===== src/rtl/counter_cmd_sequencer.sv =====
// Command sequencer for the 8-bit up/down counter: LOAD/UP/DOWN over valid/ready,
// one pending slot for gapless chaining. Optional auto-repeat under CTRL_REPEAT_EN.
module counter_cmd_sequencer #(
    parameter int W = 8
) (
    input  logic         clk_i,
    input  logic         rst_i,
    input  logic         cmd_valid_i,
    output logic         cmd_ready_o,
    input  logic [1:0]   cmd_op_i,
    input  logic [W-1:0] cmd_arg_i,
    input  logic         hold_i,
`ifdef CTRL_REPEAT_EN
    input  logic         repeat_i,
`endif
    output logic         cnt_load_o,
    output logic [W-1:0] cnt_value_o,
    output logic         cnt_en_o,
    output logic         cnt_dir_o,
    output logic         busy_o,
    output logic         done_o,
    output logic [W-1:0] steps_left_o
);

    // state  | meaning
    // S_IDLE | no command executing, pending slot empty
    // S_LOAD | one-cycle load strobe of the active command
    // S_RUN  | stepping the counter, steps_q > 0 remaining
    typedef enum logic [1:0] {
        S_IDLE = 2'd0,
        S_LOAD = 2'd1,
        S_RUN  = 2'd2
    } state_t;

    localparam logic [1:0] OP_LOAD = 2'b01;

    state_t         state_q, state_d;
    logic [1:0]     act_op_q, act_op_d;
    logic [W-1:0]   act_arg_q, act_arg_d;
    logic [W-1:0]   steps_q, steps_d;
    logic           dir_q, dir_d;
    logic           pend_full_q, pend_full_d;
    logic [1:0]     pend_op_q, pend_op_d;
    logic [W-1:0]   pend_arg_q, pend_arg_d;
    logic           promoted_q, promoted_d;
    logic           done_q, done_d;

    logic           rep;
    logic           accept;
    logic           finish;
    logic           launch;
    logic [1:0]     l_op;
    logic [W-1:0]   l_arg;

`ifdef CTRL_REPEAT_EN
    assign rep = repeat_i;
`else
    assign rep = 1'b0;
`endif

    // The slot stays closed for one extra cycle after its command is promoted.
    assign accept = cmd_valid_i && !pend_full_q && !promoted_q;
    assign finish = (state_q == S_LOAD) ||
                    ((state_q == S_RUN) && !hold_i && (steps_q == W'(1)));

    always_ff @(posedge clk_i) begin
        if (rst_i) begin
            state_q     <= S_IDLE;
            act_op_q    <= '0;
            act_arg_q   <= '0;
            steps_q     <= '0;
            dir_q       <= 1'b0;
            pend_full_q <= 1'b0;
            pend_op_q   <= '0;
            pend_arg_q  <= '0;
            promoted_q  <= 1'b0;
            done_q      <= 1'b0;
        end else begin
            state_q     <= state_d;
            act_op_q    <= act_op_d;
            act_arg_q   <= act_arg_d;
            steps_q     <= steps_d;
            dir_q       <= dir_d;
            pend_full_q <= pend_full_d;
            pend_op_q   <= pend_op_d;
            pend_arg_q  <= pend_arg_d;
            promoted_q  <= promoted_d;
            done_q      <= done_d;
        end
    end

    always_comb begin
        state_d     = state_q;
        act_op_d    = act_op_q;
        act_arg_d   = act_arg_q;
        steps_d     = steps_q;
        dir_d       = dir_q;
        pend_full_d = pend_full_q;
        pend_op_d   = pend_op_q;
        pend_arg_d  = pend_arg_q;
        promoted_d  = 1'b0;
        done_d      = 1'b0;
        launch      = 1'b0;
        l_op        = cmd_op_i;
        l_arg       = cmd_arg_i;

        if ((state_q == S_RUN) && !hold_i) begin
            steps_d = steps_q - W'(1);
        end

        if (state_q == S_IDLE) begin
            launch = accept;
        end else if (finish) begin
            done_d  = 1'b1;
            state_d = S_IDLE;
            if (pend_full_q) begin
                launch      = 1'b1;
                l_op        = pend_op_q;
                l_arg       = pend_arg_q;
                pend_full_d = 1'b0;
                promoted_d  = 1'b1;
            end else if (accept) begin
                launch = 1'b1;
            end else if (rep && act_op_q[1]) begin
                launch = 1'b1;
                l_op   = act_op_q;
                l_arg  = act_arg_q;
            end
        end else if (accept) begin
            pend_full_d = 1'b1;
            pend_op_d   = cmd_op_i;
            pend_arg_d  = cmd_arg_i;
        end

        // A zero-length command chained behind another shares its done pulse.
        if (launch) begin
            act_op_d  = l_op;
            act_arg_d = l_arg;
            if (l_op == OP_LOAD) begin
                state_d = S_LOAD;
            end else if (l_op[1] && (l_arg != '0)) begin
                state_d = S_RUN;
                steps_d = l_arg;
                dir_d   = l_op[0];
            end else begin
                state_d = S_IDLE;
                done_d  = 1'b1;
            end
        end
    end

    always_comb begin
        cmd_ready_o  = !pend_full_q && !promoted_q;
        cnt_load_o   = (state_q == S_LOAD);
        cnt_value_o  = (state_q == S_LOAD) ? act_arg_q : '0;
        cnt_en_o     = (state_q == S_RUN) && !hold_i;
        cnt_dir_o    = dir_q;
        busy_o       = (state_q != S_IDLE);
        done_o       = done_q;
        steps_left_o = steps_q;
    end

endmodule


===== config.mk =====
export PLATFORM = sky130hd
export DESIGN_NAME = counter_cmd_sequencer
export DESIGN_NICKNAME = d
export VERILOG_FILES = /design/src/rtl/counter_cmd_sequencer.sv
export SDC_FILE = /design/constraint.sdc
export NUM_CORES = 1
export LEC_CHECK = 0
export BUFFER_PORTS_ARGS = -buffer_cell sky130_fd_sc_hd__buf_2
export CELL_PAD_IN_SITES_DETAIL_PLACEMENT = 1
export CELL_PAD_IN_SITES_GLOBAL_PLACEMENT = 1
export CORE_UTILIZATION = 43
export CTS_CLUSTER_DIAMETER = 50
export DETAILED_ROUTE_END_ITERATION = 8
export PLACE_DENSITY_LB_ADDON = 0.15
export SLEW_MARGIN = 20
export SYNTH_ARGS = -nofsm -noshare
export SYNTH_HDL_FRONTEND = slang
export SYNTH_SLANG_ARGS = --single-unit

===== constraint.sdc =====
create_clock -name clk_i -period 4.25 [get_ports clk_i]
set_clock_uncertainty 0.1 [all_clocks]
set_input_delay 0.425 -clock clk_i [delete_from_list [all_inputs] [get_ports clk_i]]
set_output_delay 0.425 -clock clk_i [all_outputs]
set_load 0.005 [all_outputs]

[After elaboration in Yosys (flattened, before gate mapping)]
Index checks and enable logic that the tools add are counted.
Widths: inputs -> output; s select.
Storage, ports and cells
  ROM bits: 0
  flip-flop bits (word level): 32
  bits in latches: 0
  RAM bits: 0
  memories kept: 0
Operators by class
  equal/unequal tests: 5
  multipliers: 0
  shift operators: 0
  bitwise operators: 3
  order comparisons: 0
  multiplexer cells: 28
  add/sub/neg operators: 1
  div/mod/pow operators: 0
  reduce and logical (&&, ||, !) cells: 20
Operator list (count)
  $mux 8: 8
  $mux 2: 8
  $mux 1: 12
  $eq 8x1->1 const B: 1
  $reduce_bool 8->1: 1
  $sub 8x1->8 const B: 1
  $logic_and 1x1->1: 6
  $reduce_and 3->1: 2
  $reduce_bool 2->1: 3
  $eq 2x1->1 const B: 2
  $reduce_and 2->1: 2
  $logic_not 1->1: 3
  $not 1->1: 3
  $reduce_or 3->1: 1
  $eq 2x2->1 const B: 1
  $logic_not 2->1: 1
  $ne 2x2->1 const B: 1
  $logic_or 1x1->1: 1

[Longest topological paths before layout]
  word-level depth: 11
  gate-level depth with buffers: 9
  gate-level depth less buffers: 7

[Worst setup path after synthesis]
Ideal clock, no wire load.
  kind: register to register
  start: reg steps_q[1] (netlist: steps_left_o[1])
  end: reg dir_q (netlist: cnt_dir_o)
  setup slack: 2.133 ns
  cell stages (with the launch flop): 10
  path buffers: 2
  data arrival time: 1.957 ns
  cell sequence: dfxtp_1 > inv_1 > ha_1 > and3b_1 > a32o_1 > buf_6 > mux2i_2 > and2_4 > buf_6 > o221a_1
Between the ends
  longest elaborated chain between the ends: 8
  elaborated cells between the ends (all ways): 14
  those cells by class: eq/ne: 2; mux: 6; bitwise: 1; reduce/logical: 5
RTL lines
  start: declaration: RTL line 40  | logic [W-1:0] steps_q, steps_d;
  start signal: assignment: RTL line 82  | steps_q <= steps_d;
  $eq 8x1->1 *: RTL line 64  | ((state_q == S_RUN) && !hold_i && (steps_q == W'(1)));
  $logic_and 1x1->1 *: RTL line 64
  $logic_or 1x1->1 *: RTL line 63  | assign finish = (state_q == S_LOAD) ||
  $mux 8 or $mux 2 (tied branches): RTL line 113  | end else if (finish) begin
  $mux 8 or $mux 2 (tied branches): RTL line 111  | if (state_q == S_IDLE) begin
  $reduce_bool 8->1 or $eq 2x1->1 (tied branches): RTL line 141, 139
  $logic_and 1x1->1 or $not 1->1 (tied branches)
  $reduce_and 3->1 (no line)
  end signal: assignment: RTL line 83  | dir_q <= dir_d;
  end: declaration: RTL line 41  | logic dir_q, dir_d;
Mark *: on every way between the ends. The rest lies on a longest branch, timed or not.
A chain may end at the register's enable or synchronous reset.

[Worst setup path in the final report]
  start: reg state_q[0]
  end: reg steps_q[2] (netlist: steps_left_o[2])
Between the ends
  longest elaborated chain between the ends: 11
  elaborated cells between the ends (all ways): 19
  those cells by class: eq/ne: 3; mux: 10; reduce/logical: 6
RTL lines
  start: declaration: RTL line 37  | state_t state_q, state_d;
  start signal: assignment: RTL line 79  | state_q <= state_d;
  $eq 2x2->1: RTL line 64, 107
  $logic_and 1x1->1: RTL line 64, 107
  $logic_and 1x1->1: RTL line 64
  $logic_or 1x1->1: RTL line 63
  $mux 8: RTL line 113
  $mux 8: RTL line 111
  $reduce_bool 8->1: RTL line 141  | end else if (l_op[1] && (l_arg != '0)) begin
  $logic_and 1x1->1: RTL line 141
  $mux 8: RTL line 141
  $mux 8: RTL line 139  | if (l_op == OP_LOAD) begin
  $mux 8 *: RTL line 136  | if (launch) begin
Marks and branches as above.

==> results.yml <==
setup_path:
  crit_fanout: 15
  start_kind: "flop"
  crit_type: "flop to flop"
  r2r_setup_slack_ps: 1130
  crit_path_end_kind: "flop"
  arrival_ps: 3200
  required_ps: 4330
clock_network:
  cts_made_buffers: 5
  path_clk_slew_ps: 70
  clock_sinks: 32
  cts_tree: "done"
  h-tree-depth: 2
  clk_latency_ps: 280
  cts_hold_buf: 0
  clockBufferDepth: 2
  cts_root_buffer: "clkbuf_8"
  postCtsSetupRepairBufs: 0
  cts_resized: 0
grt:
  grt-ovfl-total: 0
  antenna_found_initial: 0
  grtUsageTotal: 0.241
  grt_pass1_vias: 1444
  grt_pass1_wl_um: 7340
  grt_max_degree: 33
synth:
  yosysWarningCount: 0
  synth-seq-cells: 32
  synth-main-ff-cell: "dfxtp_1"
  synth_area_leaders: "dfxtp_1 39%, mux2i_1 12%, a211oi_1 6.9%"
  avgSynthCellArea_sq_um: 9.16
  synth.most_common_cell: "dfxtp_1"
  ys_seq_area_frac: 0.391
  netlist_area_sq_mm: 0.00164
  yosysTopAreaCell: "dfxtp_1"
  syn_inst: 179
  synth_edf_count: 0
  synthDistinctLibCells: 42
  netlist.area_leader.share: 0.391
  syn_nets: 195
  synth-async-reset-ratio: 0
  synth_commonest_cells: "32 x dfxtp_1, 25 x nor2_1, 19 x mux2i_1, 15 x a211oi_1, 13 x a21oi_1"
route:
  vias_per_cell: 5.62
  postRouteAntennaNets: 0
  num_vias: 1451
  first_iter_violations: 44
  wirelength_um: 4410
  drcViolationCount: 0
  dr.pass1.iters: 4
  wl_per_cell_um: 17.1
die:
  initial_core_util: 0.448
  die_w_um: 63.8
  rows: 22
  die_y_um: 63.8
  core_area_sq_mm: 0.00366
  dieArea_sq_mm: 0.00407
  io_pins: 36
placed_design:
  routabilityCongestion: 0.748
  dp_slack_ps: 1210
  dp_hpwl_um: 3160
  io_buffers: 35
  place_inst: 251
flow_run:
  drv_cap: 0
sta:
  worst_slew_pin_slew_ps: 914
  setup_viol: 0
  timing.hold.ws_ps: 307
  clock.fmax_mhz: 320
  hold_viol: 0
  fin_tns_setup_ps: 0
  rsz0062_at_grt: "false"
  finalMaxSlewViolations: 0
  fin_ws_ps: 1130
  slew-limit-headroom: 0.391
  fin_crit_ps: 3120
  post-route-period-util: 0.735
final_layout:
  syn2layout_area_growth_pct: 16.2
  final-instance-count-excl-fill: 258
  nFillCells: 441
  multi_input_area_sq_um: 912
  fin_nets: 226
  area.sequential_sq_um: 641
  diodes: 0
  drive_gt1_frac: 0.233
power_and_ir_drop:
  irDropWorstVdd_uv: 161
  leakage_nw: 0.839
  total_power_uw: 745
  power.density_mw_per_mm2: 391
outcome:
  status: "finished, final reports clean"
hold_path:
  hold_class: "primary input to flop"
## layout make-up
cell class,count,share of cell area
well taps,48,0.0315
multi-input cells,130,0.478
repair buffers,35,0.0919
inverters,6,0.0118
flip-flops and latches,32,0.336
clock buffers,7,0.0505
## metrics by stage
step,util,cell area [sq um]
final,0.521,1910
after global routing,0.521,1910
after CTS,0.521,1910
after detailed placement,0.495,1810
after global placement,0.495,1810
after floorplan,-,1640
## sequential cells by signal, indices dropped and copies added (netlist names)
signal        count
act_arg_q         8
pend_op_q         2
steps_left_o      8
done_o            1
cnt_dir_o         1
pend_full_q       1
pend_arg_q        8
promoted_q        1
state_q           2
## report_power, final
part / internal, mW / switching, mW / total (mW)
sequential: 0.325 / 0.0248 / 0.350
clock: 0.144 / 0.111 / 0.255
combinational: 0.0598 / 0.0800 / 0.140
total: 0.529 / 0.216 / 0.745
## logic make-up after synthesis
group | count (synthesis) | share of synthesized area
adders and majority gates | 2 | 0.0153
muxes | 20 | 0.124
and+or+nand+nor | 64 | 0.222
xor gates and xnor gates | 7 | 0.0374
DFF | 32 | 0.391
buffers and inverters | 17 | 0.0534
AOI/OAI and AO/OA | 37 | 0.157
## critical path, cell delays in order (launching register included)
cell,delay [ps]
dfxtp_1,460
nor2b_1,610
a32o_1,750
mux2i_2,580
nand2_1,180
a221oi_1,340
## layer usage
layer	up-vias	share of wire	global-route usage
met4	0	0.039	0.159
met1	690	0.44	0.286
met2	48	0.48	0.388
met3	12	0.048	0.0554
met5	-	0	0
li1	701	-	-
## layout by cell type, fill, tap and decap left out, types with 2 or more instances in the layout
| cell type | instances |
|---|---|
| dfxtp_1 | 32 |
| and2_1 | 8 |
| nand3_1 | 2 |
| a211oi_1 | 15 |
| nor2_1 | 25 |
| mux2i_1 | 19 |
| buf_2 | 35 |
| nor2b_1 | 3 |
| ha_1 | 2 |
| xnor2_1 | 4 |
| or4_1 | 2 |
| nor3_1 | 4 |
| a21oi_1 | 13 |
| clkbuf_8 | 7 |
| nand2_1 | 6 |
| xor2_1 | 3 |
| nand4b_1 | 2 |
| inv_1 | 6 |
## path summary, 6_finish.rpt
kind | end | cells after the start | startpoint
worst min-delay path | pend_arg_q[7]$_SDFFE_PP0P_ | 3 | cmd_arg_i[7]
worst max-delay path | steps_left_o[2]$_SDFF_PP0_ | 5 | state_q[0]$_SDFFE_PP0P_
worst min register to register | act_arg_q[3]$_SDFFE_PP0P_ | 2 | act_arg_q[3]$_SDFFE_PP0P_
worst max register to register | steps_left_o[2]$_SDFF_PP0_ | 5 | state_q[0]$_SDFFE_PP0P_
Power figures use the tool's default switching activity.
